## config.mk

```make
export PLATFORM = sky130hd
export DESIGN_NAME = bcd_adder_seq
export DESIGN_NICKNAME = d
export VERILOG_FILES = /design/src/rtl/bcd_adder_seq.sv
export SDC_FILE = /design/constraint.sdc
export NUM_CORES = 1
export LEC_CHECK = 0
export ABC_CLOCK_PERIOD_IN_PS = 3480
export CAP_MARGIN = 25
export CORE_ASPECT_RATIO = 1.75
export CORE_MARGIN = 4
export CORE_UTILIZATION = 53
export DETAILED_ROUTE_END_ITERATION = 16
export GPL_TIMING_DRIVEN = 0
export HOLD_SLACK_MARGIN = 0.06
export PLACE_DENSITY = 0.88
export SYNTH_ARGS = -nofsm -noshare
export SYNTH_HDL_FRONTEND = slang
export SYNTH_SLANG_ARGS = --single-unit
```

## constraint.sdc

```tcl
create_clock -name clk -period 3.48 [get_ports clk]
set_input_delay 1.044 -clock clk [delete_from_list [all_inputs] [get_ports clk]]
set_output_delay 1.044 -clock clk [all_outputs]
set_load 0.03 [all_outputs]
```

## src/rtl/bcd_adder_seq.sv

```systemverilog
// Digit-serial multi-digit BCD adder/subtractor: one digit per clock, LSD first.
// Subtraction uses the nine's complement of Y with a forced carry-in of 1.
module bcd_adder_seq #(
    parameter int DIGITS = 4
) (
    input  logic                  clk,
    input  logic                  reset,
    input  logic                  start,
    input  logic                  sub,
    input  logic [4*DIGITS-1:0]   X,
    input  logic [4*DIGITS-1:0]   Y,
    input  logic                  c_in,
    output logic                  busy,
    output logic                  done,
    output logic [4*DIGITS-1:0]   result,
    output logic                  c_out,
    output logic                  out_of_range
);

    // state  | meaning
    // S_IDLE | waiting for start; outputs hold the last completed operation
    // S_RUN  | one digit processed per clock, r_cnt counts down to the last digit
    typedef enum logic {S_IDLE, S_RUN} state_t;

    localparam int W  = 4 * DIGITS;
    localparam int CW = (DIGITS > 1) ? $clog2(DIGITS) : 1;
    localparam logic [CW-1:0] LAST_CNT = CW'(DIGITS - 1);

    state_t          r_state;
    logic [W-1:0]    r_x;
    logic [W-1:0]    r_y;
    logic [W-1:0]    r_acc;
    logic            r_sub;
    logic            r_carry;
    logic [CW-1:0]   r_cnt;
    logic            r_oor;

    logic [3:0]      w_a;
    logic [3:0]      w_yd;
    logic [3:0]      w_b;
    logic [4:0]      w_t;
    logic            w_gt9;
    logic [3:0]      w_digit;
    logic [W+3:0]    w_shift;
    logic [W-1:0]    w_acc_next;
    logic            w_oor;

    always_comb begin
        w_oor = 1'b0;
        for (int i = 0; i < DIGITS; i++) begin
            if (X[4*i +: 4] > 4'd9 || Y[4*i +: 4] > 4'd9)
                w_oor = 1'b1;
        end
    end

    // Operands shift right, so digit k is always in the low nibble during its cycle.
    assign w_a        = r_x[3:0];
    assign w_yd       = r_y[3:0];
    assign w_b        = r_sub ? (4'd9 - w_yd) : w_yd;
    assign w_t        = {1'b0, w_a} + {1'b0, w_b} + {4'b0000, r_carry};
    assign w_gt9      = (w_t > 5'd9);
    assign w_digit    = w_gt9 ? (w_t[3:0] + 4'd6) : w_t[3:0];
    assign w_shift    = {w_digit, r_acc};
    assign w_acc_next = w_shift[W+3:4];

    always_ff @(posedge clk or posedge reset) begin
        if (reset) begin
            r_state      <= S_IDLE;
            r_x          <= '0;
            r_y          <= '0;
            r_acc        <= '0;
            r_sub        <= 1'b0;
            r_carry      <= 1'b0;
            r_cnt        <= '0;
            r_oor        <= 1'b0;
            busy         <= 1'b0;
            done         <= 1'b0;
            result       <= '0;
            c_out        <= 1'b0;
            out_of_range <= 1'b0;
        end else begin
            done <= 1'b0;
            case (r_state)
                S_IDLE: begin
                    if (start) begin
                        r_x     <= X;
                        r_y     <= Y;
                        r_sub   <= sub;
                        r_carry <= sub ? 1'b1 : c_in;
                        r_oor   <= w_oor;
                        r_acc   <= '0;
                        r_cnt   <= LAST_CNT;
                        busy    <= 1'b1;
                        r_state <= S_RUN;
                    end
                end
                S_RUN: begin
                    r_x     <= r_x >> 4;
                    r_y     <= r_y >> 4;
                    r_acc   <= w_acc_next;
                    r_carry <= w_gt9;
                    if (r_cnt == '0) begin
                        result       <= w_acc_next;
                        c_out        <= w_gt9;
                        out_of_range <= r_oor;
                        busy         <= 1'b0;
                        done         <= 1'b1;
                        r_state      <= S_IDLE;
                    end else begin
                        r_cnt <= r_cnt - 1'b1;
                    end
                end
                default: r_state <= S_IDLE;
            endcase
        end
    end

endmodule

```

==> flow_metrics.py <==
metrics = {
    "sta": {
        "finalHoldViolCount": 0,
        "finalCritPeriodShare": 0.7992,
        "rsz0062_at_grt": "no",
        "max_slew_margin": 0.4423,
        "setup-violations-final": 0,
        "holdWs_ps": 472.1,
        "max_freq_mhz": 359.6,
        "min_period_ps": 2781,
        "drv_slew": 0,
        "fin_skew_ps": 6.151,
        "fin_setup_tns_ps": 0,
        "tightest_slew_ps": 836.6,
    },
    "yosys": {
        "synth_edf_count": 0,
        "async_reset_ff_frac": 1.000,
        "syn_nets": 389,
        "yosysUniqueCellTypes": 38,
        "avgSynthCellArea_um2": 9.591,
        "yosys_warnings": 0,
        "syn_inst": 344,
        "synth_ff_type": "dfrtp_1",
        "ys_ff_latch": 70,
        "synth-seq-area-share": 0.5309,
        "syn_area_mm2": 0.003299,
    },
    "setup_path": {
        "cp.required_ps": 3680,
        "critPathArrivalTime_ps": 2980,
        "cp_max_fo": 8,
        "cp-end-kind": "flop",
        "path_class": "reg -> reg",
        "startpoint_type": "flop",
    },
    "route": {
        "dr_total_vias": 2714,
        "first_pass_iters": 4,
        "drcViolationCount": 0,
        "antenna_left": 0,
        "finalWirelength_um": 7684,
        "viasPerCell": 5.494,
        "routedWlPerCell_um": 15.55,
        "drt-initial-drc-count": 145,
    },
    "clock_network": {
        "postCtsSetupRepairBufs": 0,
        "htreeDepth": 3,
        "ctsRootBufferMaster": "clkbuf_8",
        "insertion_delay_ps": 350,
        "clock_path_buffers": 2,
        "cts_tree": "built",
        "clock-sinks": 70,
        "cts_buffers": 9,
        "holdBufCountCts": 0,
        "postCtsResizedCells": 0,
        "clkTransAtPathRegs_ps": 70,
    },
    "power": {
        "fin_total_pwr_uw": 4106,
        "p_leak_uw": 0.001961,
        "vdd_drop_max_mv": 0.4603,
        "pwr_density_cell_mw_per_mm2": 979.4,
    },
    "layout": {
        "multi_input_area_mm2": 0.001416,
        "antenna_cells": 0,
        "layout_common_cells": "93 x nand2_1, 70 x dfrtp_1, 56 x clkdlybuf4s50_1",
        "area_growth_pct": 27.08,
        "drive_above_1_share": 0.07452,
        "final_nets": 456,
        "fill_cells": 446,
        "fin_util": 0.7021,
        "regArea_mm2": 0.001752,
        "final_common_cell": "nand2_1",
        "fin_cells": 494,
    },
    "floorplan": {
        "std_cell_rows": 37,
        "die_h_um": 112.4,
        "initial_core_util": 0.5525,
        "die_w_um": 67.65,
        "io_pins": 57,
        "die_area_mm2": 0.007602,
        "core_mm2": 0.005972,
    },
    "grt": {
        "grtUsageTotal": 0.2187,
        "first_global_vias": 2777,
        "antenna_found_initial": 0,
        "grt_overflow": 0,
        "grt_start_max_net_pins": 71,
        "grt_pass1_wl_um": 12560,
    },
    "status": {
        "status": "finished clean",
    },
    "hold_path": {
        "hold_path_class": "reg -> reg",
    },
    "job": {
        "cap_violations": 0,
    },
    "place": {
        "dp_hpwl_um": 5693,
        "gp_congestion": 0.8458,
        "io_buffers": 56,
        "dp.cells": 478,
    },
}
==> cell type report <==
type / instances / share of cell area
Inverter: 11 / 0.01044
Buffer: 20 / 0.02149
Sequential cell: 70 / 0.4178
Timing Repair Buffer: 56 / 0.1337
Multi-Input combinational cell: 243 / 0.3378
Clock inverter: 5 / 0.01940
Tap cell: 78 / 0.02328
Clock buffer: 11 / 0.03611
==> synth_stat cells, drive strengths merged (2+ instances only) <==
cell type   n  share of area
mux2i      33           0.10
nand2      93           0.11
nand3       2         0.0030
buf         8          0.014
xnor2       4          0.013
or2         2         0.0038
o21ai      46          0.070
fa          2          0.012
nand4       2         0.0038
dfrtp      70           0.53
clkbuf     12          0.014
a22o        2         0.0057
o221a       2         0.0068
and3        2         0.0038
inv        11          0.013
nor2       20          0.023
a21oi       9          0.015
nor3        3         0.0045
mux2        2         0.0068
a221oi      2         0.0053
ha          6          0.023
==> kinds of logic after synthesis <==
family,synth area share
xor gates and xnor gates,0.01555
AOI/OAI and AO/OA,0.1160
and+or+nand+nor,0.1559
DFF,0.5309
muxes,0.1069
adders and majority gates,0.03489
buffers and inverters,0.03982
==> report_power, final <==
group          total, uW  leakage (uW)  switching [uW]  internal, uW
Clock                745      0.000116             303           442
Combinational       2040      0.000946            1200           842
Sequential          1320      0.000899             197          1130
Total               4110       0.00196            1700          2410
==> per-stage QoR <==
stage | worst slack [ps] | cell area (um2)
final | 698.9 | 4193
after global routing | 528.9 | 4193
after CTS | 724.5 | 4193
after detailed placement | 732.9 | 3960
after global placement | -424.8 | 3958
after floorplan | 667.8 | 3299
==> worst max-delay path, stage by stage, from the launching register on <==
cell and delay [ps]:
dfrtp_1 430, xnor2_1 210, fa_1 210, inv_1 60
fa_1 440, xnor2_1 230, ha_1 270, a22o_2 310
a221oi_1 320, o311ai_1 160
==> sequential cells by signal, summed over array words and instances (netlist names) <==
| signal | cells |
|---|---|
| r_y | 16 |
| done | 1 |
| result | 16 |
| r_oor | 1 |
| r_cnt | 2 |
| c_out | 1 |
| out_of_range | 1 |
| r_carry | 1 |
| r_state | 1 |
| r_sub | 1 |
| r_acc | 12 |
| r_x | 16 |
| busy | 1 |
==> metal layers <==
layer / routed length (um) / GRT usage / share of wire / vias up
met3: 328 / 0.05005 / 0.043 / 24
met1: 2820 / 0.2360 / 0.37 / 1302
li1: - / - / - / 1295
met2: 4287 / 0.3865 / 0.56 / 93
met4: 248 / 0.1030 / 0.032 / 0
met5: 0 / 0 / 0 / -
==> final timing paths <==
kind	start	to	slack, ps	cells after the start
max	r_sub$_DFFE_PP0P_	r_acc[13]$_DFFE_PP0P_	700	9
min	result[2]$_DFFE_PP0P_	result[2]$_DFFE_PP0P_	470	2
max reg2reg	r_sub$_DFFE_PP0P_	r_acc[13]$_DFFE_PP0P_	700	9
min reg2reg	result[2]$_DFFE_PP0P_	result[2]$_DFFE_PP0P_	470	2
max in group asynchronous	reset	r_cnt[0]$_DFFE_PP0P_	1720	2
min in group asynchronous	reset	busy$_DFFE_PP0P_	1220	2
Power figures use the tool's default switching activity.
